## src/rtl/fwd_hazard_if.sv

```systemverilog
// Decode-side bundle for fwd_hazard_unit: decode operands and stall/bypass results.
// FWD_PERF_CNT_EN adds the load-use stall counter to the bundle.
interface fwd_hazard_if #(
    parameter int REG_BITS  = 5,
    parameter int NUM_SRC   = 2,
    parameter int FWD_DEPTH = 2
);
    localparam int SEL_W = $clog2(FWD_DEPTH + 1);

    logic                         id_valid;
    logic [NUM_SRC*REG_BITS-1:0]  id_rs;
    logic [NUM_SRC-1:0]           id_rs_used;
    logic [REG_BITS-1:0]          id_rd;
    logic                         id_reg_write;
    logic                         id_is_load;
    logic                         mem_busy;
    logic                         flush;
    logic [NUM_SRC*SEL_W-1:0]     sel_mux;
    logic                         stall_id;
`ifdef FWD_PERF_CNT_EN
    logic [31:0]                  stall_cnt;

    modport master (
        output id_valid, id_rs, id_rs_used, id_rd, id_reg_write, id_is_load,
               mem_busy, flush,
        input  sel_mux, stall_id, stall_cnt
    );
    modport slave (
        input  id_valid, id_rs, id_rs_used, id_rd, id_reg_write, id_is_load,
               mem_busy, flush,
        output sel_mux, stall_id, stall_cnt
    );
`else
    modport master (
        output id_valid, id_rs, id_rs_used, id_rd, id_reg_write, id_is_load,
               mem_busy, flush,
        input  sel_mux, stall_id
    );
    modport slave (
        input  id_valid, id_rs, id_rs_used, id_rd, id_reg_write, id_is_load,
               mem_busy, flush,
        output sel_mux, stall_id
    );
`endif
endinterface

```

## src/rtl/fwd_hazard_unit.sv

```systemverilog
// Forwarding select and load-use stall generation from a shadow pipeline of destination tags.
// Optional FWD_PERF_CNT_EN: 32-bit wrapping counter of load-use stall cycles.
module fwd_hazard_unit #(
    parameter int REG_BITS   = 5,
    parameter int NUM_SRC    = 2,
    parameter int FWD_DEPTH  = 2,
    parameter int LOAD_READY = 2
) (
    input  logic          clk,
    input  logic          rst_n,
    fwd_hazard_if.slave   bus
);
    localparam int SEL_W = $clog2(FWD_DEPTH + 1);

    // stg index k = instructions k stages ahead of decode; 1 is the one now in EX
    logic                stg_valid [1:FWD_DEPTH];
    logic [REG_BITS-1:0] stg_rd    [1:FWD_DEPTH];
    logic                stg_load  [1:FWD_DEPTH];

    logic [NUM_SRC*SEL_W-1:0] sel_next;
    logic [NUM_SRC*SEL_W-1:0] sel_q;
    logic [NUM_SRC-1:0]       near_ld;
    logic                     hazard;
    logic                     accept;

    // Scan from the oldest stage toward EX so the nearest producer overwrites last.
    always_comb begin
        sel_next = '0;
        near_ld  = '0;
        for (int i = 0; i < NUM_SRC; i++) begin
            for (int k = FWD_DEPTH; k >= 1; k--) begin
                if (bus.id_rs_used[i] &&
                    (bus.id_rs[i*REG_BITS +: REG_BITS] != '0) &&
                    stg_valid[k] &&
                    (stg_rd[k] == bus.id_rs[i*REG_BITS +: REG_BITS])) begin
                    sel_next[i*SEL_W +: SEL_W] = SEL_W'(k);
                    near_ld[i] = stg_load[k] && (k < LOAD_READY);
                end
            end
        end
    end

    assign hazard       = |near_ld;
    assign accept       = bus.id_valid && !hazard && !bus.flush;
    assign bus.stall_id = bus.mem_busy || (bus.id_valid && hazard && !bus.flush);
    assign bus.sel_mux  = sel_q;

    always_ff @(posedge clk or negedge rst_n) begin
        if (!rst_n) begin
            for (int k = 1; k <= FWD_DEPTH; k++) begin
                stg_valid[k] <= 1'b0;
                stg_rd[k]    <= '0;
                stg_load[k]  <= 1'b0;
            end
            sel_q <= '0;
        end else if (!bus.mem_busy) begin
            for (int k = FWD_DEPTH; k >= 2; k--) begin
                stg_valid[k] <= stg_valid[k-1];
                stg_rd[k]    <= stg_rd[k-1];
                stg_load[k]  <= stg_load[k-1];
            end
            stg_valid[1] <= accept && bus.id_reg_write;
            stg_rd[1]    <= bus.id_rd;
            stg_load[1]  <= bus.id_is_load;
            sel_q        <= accept ? sel_next : '0;
        end
    end

`ifdef FWD_PERF_CNT_EN
    logic [31:0] stall_cnt_q;

    always_ff @(posedge clk or negedge rst_n) begin
        if (!rst_n) begin
            stall_cnt_q <= '0;
        end else if (!bus.mem_busy && bus.id_valid && hazard && !bus.flush) begin
            stall_cnt_q <= stall_cnt_q + 32'd1;
        end
    end

    assign bus.stall_cnt = stall_cnt_q;
`endif

endmodule

```

## src/flat_wrapper.sv

```systemverilog
// flat-port wrapper written by rule: the top's interface ports become plain ports
module fwd_hazard_unit_flat 
#(
    parameter int REG_BITS   = 5,
    parameter int NUM_SRC    = 2,
    parameter int FWD_DEPTH  = 2,
    parameter int LOAD_READY = 2
)
  (clk, rst_n, bus_id_valid, bus_id_rs, bus_id_rs_used, bus_id_rd, bus_id_reg_write, bus_id_is_load, bus_mem_busy, bus_flush, bus_sel_mux, bus_stall_id);
  fwd_hazard_if #(.REG_BITS(REG_BITS), .NUM_SRC(NUM_SRC), .FWD_DEPTH(FWD_DEPTH)) bus_i ();
  input  logic clk;
  input  logic rst_n;
  input wire logic [$bits(bus_i.id_valid)-1:0] bus_id_valid;
  input wire logic [$bits(bus_i.id_rs)-1:0] bus_id_rs;
  input wire logic [$bits(bus_i.id_rs_used)-1:0] bus_id_rs_used;
  input wire logic [$bits(bus_i.id_rd)-1:0] bus_id_rd;
  input wire logic [$bits(bus_i.id_reg_write)-1:0] bus_id_reg_write;
  input wire logic [$bits(bus_i.id_is_load)-1:0] bus_id_is_load;
  input wire logic [$bits(bus_i.mem_busy)-1:0] bus_mem_busy;
  input wire logic [$bits(bus_i.flush)-1:0] bus_flush;
  output wire logic [$bits(bus_i.sel_mux)-1:0] bus_sel_mux;
  output wire logic [$bits(bus_i.stall_id)-1:0] bus_stall_id;
  assign bus_i.id_valid = bus_id_valid;
  assign bus_i.id_rs = bus_id_rs;
  assign bus_i.id_rs_used = bus_id_rs_used;
  assign bus_i.id_rd = bus_id_rd;
  assign bus_i.id_reg_write = bus_id_reg_write;
  assign bus_i.id_is_load = bus_id_is_load;
  assign bus_i.mem_busy = bus_mem_busy;
  assign bus_i.flush = bus_flush;
  assign bus_sel_mux = bus_i.sel_mux;
  assign bus_stall_id = bus_i.stall_id;
  fwd_hazard_unit #(.REG_BITS(REG_BITS), .NUM_SRC(NUM_SRC), .FWD_DEPTH(FWD_DEPTH), .LOAD_READY(LOAD_READY)) u_core (.clk(clk), .rst_n(rst_n), .bus(bus_i));
endmodule
```

## config.mk

```make
export PLATFORM = sky130hd
export DESIGN_NAME = fwd_hazard_unit_flat
export DESIGN_NICKNAME = d
export VERILOG_FILES = /design/src/rtl/fwd_hazard_if.sv /design/src/rtl/fwd_hazard_unit.sv /design/src/flat_wrapper.sv
export SDC_FILE = /design/constraint.sdc
export NUM_CORES = 1
export LEC_CHECK = 0
export BUFFER_PORTS_ARGS = -buffer_cell sky130_fd_sc_hd__buf_4
export CORE_MARGIN = 2
export CORE_UTILIZATION = 35
export DETAILED_ROUTE_END_ITERATION = 8
export PLACE_DENSITY = 0.62
export SLEW_MARGIN = 20
export SYNTH_ARGS = -nofsm -noshare
export SYNTH_HDL_FRONTEND = slang
export SYNTH_SLANG_ARGS = --single-unit
```

## constraint.sdc

```tcl
create_clock -name clk -period 3.4 [get_ports clk]
set_clock_uncertainty 0.1 [all_clocks]
set_input_delay 0.17 -clock clk [delete_from_list [all_inputs] [get_ports clk]]
set_output_delay 0.17 -clock clk [all_outputs]
set_load 0.01 [all_outputs]
```

## Yosys cells after proc, flatten, opt, wreduce, memory -nomap -nowiden

Cells that the tools add are included.

- Output and inout bits: 5
- Flip-flop bits (word level): 17
- Input port bits: 24
- Word-level logic and storage cells: 38

- Muxes and demuxes: 7
- Reductions and logical operators: 21
- Eq/ne operators: 4

Operators by type and width:

| cell | count |
|---|---|
| 5-bit equality test | 4 |
| 1-bit logical AND | 15 |
| 5-bit nonzero test | 2 |
| 2-bit 2-to-1 mux | 4 |
| 4-bit 2-to-1 mux | 1 |
| 1-bit zero test | 2 |
| 1-bit 2-to-1 mux | 2 |
| 2-bit OR reduction | 1 |
| 1-bit logical OR | 1 |

## Depth between registers and ports, before layout

- Depth in word-level cells: 10
- Depth in mapped cells: 5
- Depth with buffers taken out: 5

## Least setup slack after synthesis

No wires, ideal clock.

- Path type: register to output
- Start: register u_core.stg_rd[6] in the netlist's numbering
- End: output port bus_stall_id
- Buffers on the path: 0
- Slack: 1.819 ns
- Stages on the path, launching flop included: 6
- Data arrival time: 1.311 ns
- Required time: 3.130 ns
- Path through: dfrtp_1 -> xnor2_1 -> nand4_1 -> nor4b_2 -> o21ai_2 -> o21bai_1

- Word-level cells in the longest chain between the ends: 7
- Elaborated cells on any way between the ends: 10
- Those cells by class: eq/ne: 2; mux: 2; reduce/logical: 6

Ends and longest elaborated chain:

| what | RTL line | RTL |
|---|---|---|
| start, declared | fwd_hazard_unit.sv:17 | `logic [REG_BITS-1:0] stg_rd [1:FWD_DEPTH];` |
| start signal, assigned by index | fwd_hazard_unit.sv:59 | `stg_rd[k] <= stg_rd[k-1];` |
| 5-bit equality test | fwd_hazard_unit.sv:35 | `(stg_rd[k] == bus.id_rs[i*REG_BITS +: REG_BITS])) begin` |
| 1-bit logical AND | fwd_hazard_unit.sv:34 | `stg_valid[k] &&` |
| 1-bit 2-to-1 mux | fwd_hazard_unit.sv:32 | `if (bus.id_rs_used[i] &&` |
| 2-bit OR reduction (*) | fwd_hazard_unit.sv:43 | `assign hazard = \|near_ld;` |
| 1-bit logical AND (*) (2 in a row) | fwd_hazard_unit.sv:45 | `assign bus.stall_id = bus.mem_busy \|\| (bus.id_valid && hazard && !bus.flush);` |
| 1-bit logical OR (*) | fwd_hazard_unit.sv:45 |  |
| end, declared | flat_wrapper.sv:22 | `output wire logic [$bits(bus_i.stall_id)-1:0] bus_stall_id;` |

Every way passes the cells marked *; elsewhere a longest branch is shown, timed or not.

## Worst setup path in the final report

- Start: register u_core.stg_rd[7] in the netlist's numbering
- End: output port bus_stall_id

The elaborated chain is that of the path after synthesis.

==> reports/qor.csv <==
stage;metric;value;unit
status;run status;finished, final reports clean;
placement;Place WS;1.62;ns
cts;Skew-Pair Late Insertion Delay;0.29;ns
timing;worst slew pin tran;0.459;ns
cts;CTS Sinks;17;
timing;Slew Limit Fails;0;
setup_path;slowest CP cell;dfrtp_1;
power;Worst VDD drop;0.203;mV
synthesis;Syn Area/Cell;11.4;sq um
cts;H-tree levels;1;
detailed_routing;Routed WL;1.93;mm
detailed_routing;Via Count;763;
setup_path;CP Max Fanout;4;
setup_path;CP endpoint;bus_stall_id;
cts;CTS clk-pin slew, worst paths;0.09;ns
finish;share of layout cells above drive strength 1;38.5;%
grt;initial antenna violation count;0;
setup_path;CP required;3.13;ns
cts;CTS tree;done;
setup_path;FF-to-FF End;u_core.stg_valid[1];
timing;headroom to the max-slew limit;69.0;%
synthesis;syn_nets;109;
timing;final hold slack;0.0332;ns
synthesis;cell area after synthesis;972;sq um
timing;Sum Neg Setup Slack;0;ns
setup_path;startpoint types;flip-flop;
finish;Filler cells;264;
detailed_routing;wire per inst;12.6;microns
floorplanning;Total Die Area;0.00322;sq mm
setup_path;r2r worst-path depth;5;
flow_run;MaxCap Viol Count;0;
synthesis;Yosys warning count;0;
timing;RSZ-0062 raised after global routing;false;
synthesis;Synth area leaders;dfrtp_1 (44%), mux2_2 (14%), xnor2_1 (11%);
placement;GPL Wtd Cong;0.767;
timing;endpoints failing hold;0;
power;Leakage;0.558;nW
finish;Area growth syn-to-layout;34.7;%
cts;# resized after CTS;0;
synthesis;Synth top area share;43.8;%
floorplanning;Initial Utilization;36.2;%
grt;GRT overflow;0;
power;Pwr Density;348;mW/mm^2
setup_path;CP startpoint;u_core.stg_rd[7];
timing;min setup slack post-route;1.31;ns
floorplanning;I/O pin count;29;
detailed_routing;antenna viol nets, final;0;
synthesis;largest area contributor in the netlist;dfrtp_1;
synthesis;synth unique cells;24;
timing;crit share post-route;61.5;%
grt;first-pass GRT wire length;3.30;mm
cts;Num CTS Buffers;3;
floorplanning;Core ar.;0.00269;sq mm
grt;GRT Total Usage;13.4;%
cts;Clock Tree Root;clkbuf_4;
setup_path;reg2reg start;u_core.stg_rd[7];
grt;number of global-route vias before repair;778;
timing;f_max;478;MHz
cts;Setup Fix Bufs, Post-CTS;0;
grt;largest net degree at the start of global routing;22;
floorplanning;FP Rows;19;
setup_path;CP Cell Sequence;xnor2_1 -> nand4_1 -> nor4b_2 -> o21ai_2 -> o21bai_1 -> buf_4;
finish;most common cell after layout, fill and taps aside;buf_4;
finish;ant diodes;0;
worst_hold_path;hold_sp;bus_id_reg_write;
finish;fin nets;147;
worst_hold_path;worst hold path type;input port to flip-flop;
detailed_routing;Residual DRC;0;
placement;port bufs;28;
finish;most frequent cells in the layout;buf_4 (28), dfrtp_1 (17), xnor2_1 (12), mux2_2 (12), xor2_1 (8);
setup_path;crit path DAT;1.82;ns
detailed_routing;DR pass1 iterations;4;
setup_path;slowest stage delay, CP;0.43;ns
floorplanning;die width;56.7;microns
timing;min Tclk post-route;2.09;ns
setup_path;R2R Setup Slk;1.67;ns
detailed_routing;Initial DRC Count;6;
setup_path;CP endpoint kind;output port;
synthesis;FF+latch count, synth;17;
synthesis;Mapped Cells;85;
setup_path;Crit Path Category;flip-flop to output port;
synthesis;sequential area share after synthesis;43.8;%
floorplanning;Die Height;56.7;microns
detailed_routing;routed vias/inst;4.99;
timing;Final setup violation count;0;
cts;Longest Clk Path Bufs;2;
registers in the layout, indices dropped and copies added, names as in the netlist:
name and flops:
u_core.stg_rd 10, u_core.bus.sel_mux 4, u_core.stg_valid 2, u_core.stg_load 1
per-layer routing:
metal | track usage [%] | vias to the layer above | wire [microns]
li1 | - | 384 | -
met1 | 15.6 | 359 | 844
met2 | 22.4 | 15 | 953
met3 | 3.46 | 5 | 82
met4 | 7.14 | 0 | 51
met5 | 0 | - | 0
cell usage after synthesis (all sizes together):
cell / number
a21o: 1
a22o: 2
a32o: 1
and4: 1
clkbuf: 2
dfrtp: 17
mux2: 12
nand2: 4
nand2b: 1
nand4: 5
nor2: 5
nor2b: 1
nor3: 2
nor4: 3
nor4b: 1
nor4bb: 1
o21ai: 4
o21bai: 1
or4: 1
xnor2: 12
xor2: 8
how the worst min path moves through the flow:
stage,to,slack [ns],cells past startpoint
6_report,u_core.stg_valid[1],0.03,2
5_1_grt,u_core.stg_valid[1],0.04,2
4_1_cts,u_core.stg_valid[1],0.03,2
3_5_place_dp,u_core.stg_load[1],-0.05,1
3_3_place_gp,u_core.stg_load[1],-0.05,1
2_1_floorplan,u_core.bus.sel_mux[0],-0.23,0
repair_timing:
item                       4_1_cts  5_1_grt
setup endpoints to repair        0        0
hold buffers                     7        0
hold endpoints to repair        23        0
power by group:
group	total [mW]	switching [mW]	internal [mW]
clock	0.108	0.0620	0.0457
sequential	0.240	0.0201	0.220
combinational	0.108	0.0423	0.0659
total	0.456	0.124	0.331
stage by stage:
stage          power [mW]  utilization, %  std cells  area [sq um]
2_1_floorplan       0.303               -         85           972
6_report            0.456            48.8        153          1310
3_5_place_dp        0.347            45.2        142          1210
3_3_place_gp        0.346            45.2        142          1210
4_1_cts             0.464            48.8        153          1310
5_1_grt             0.483            48.8        153          1310
kinds of logic after synthesis:
group                     share of synthesized area [%]
DFF                                                43.8
muxes                                              13.9
buffers and inverters                             0.772
and+or+nand+nor                                    15.6
xor gates and xnor gates                           18.0
AOI/OAI and AO/OA                                  7.98
critical path: cells and delay by family, from the launching register on:
kind            cells  cell delay, ns
compound gates      2            0.25
flops               1            0.43
xor+xnor            1            0.17
simple gates        2            0.55
buf+inv             1            0.13
cell type report:
| cell class | instances | area, sq um | share of cell area [%] |
|---|---|---|---|
| clock buffer | 4 | 26.3 | 2.01 |
| multi-input combinational | 66 | 539 | 41.2 |
| sequential | 17 | 425 | 32.5 |
| tap | 31 | 38.8 | 2.96 |
| timing repair buffer | 35 | 280 | 21.4 |
(Power assumes the default switching activity.)
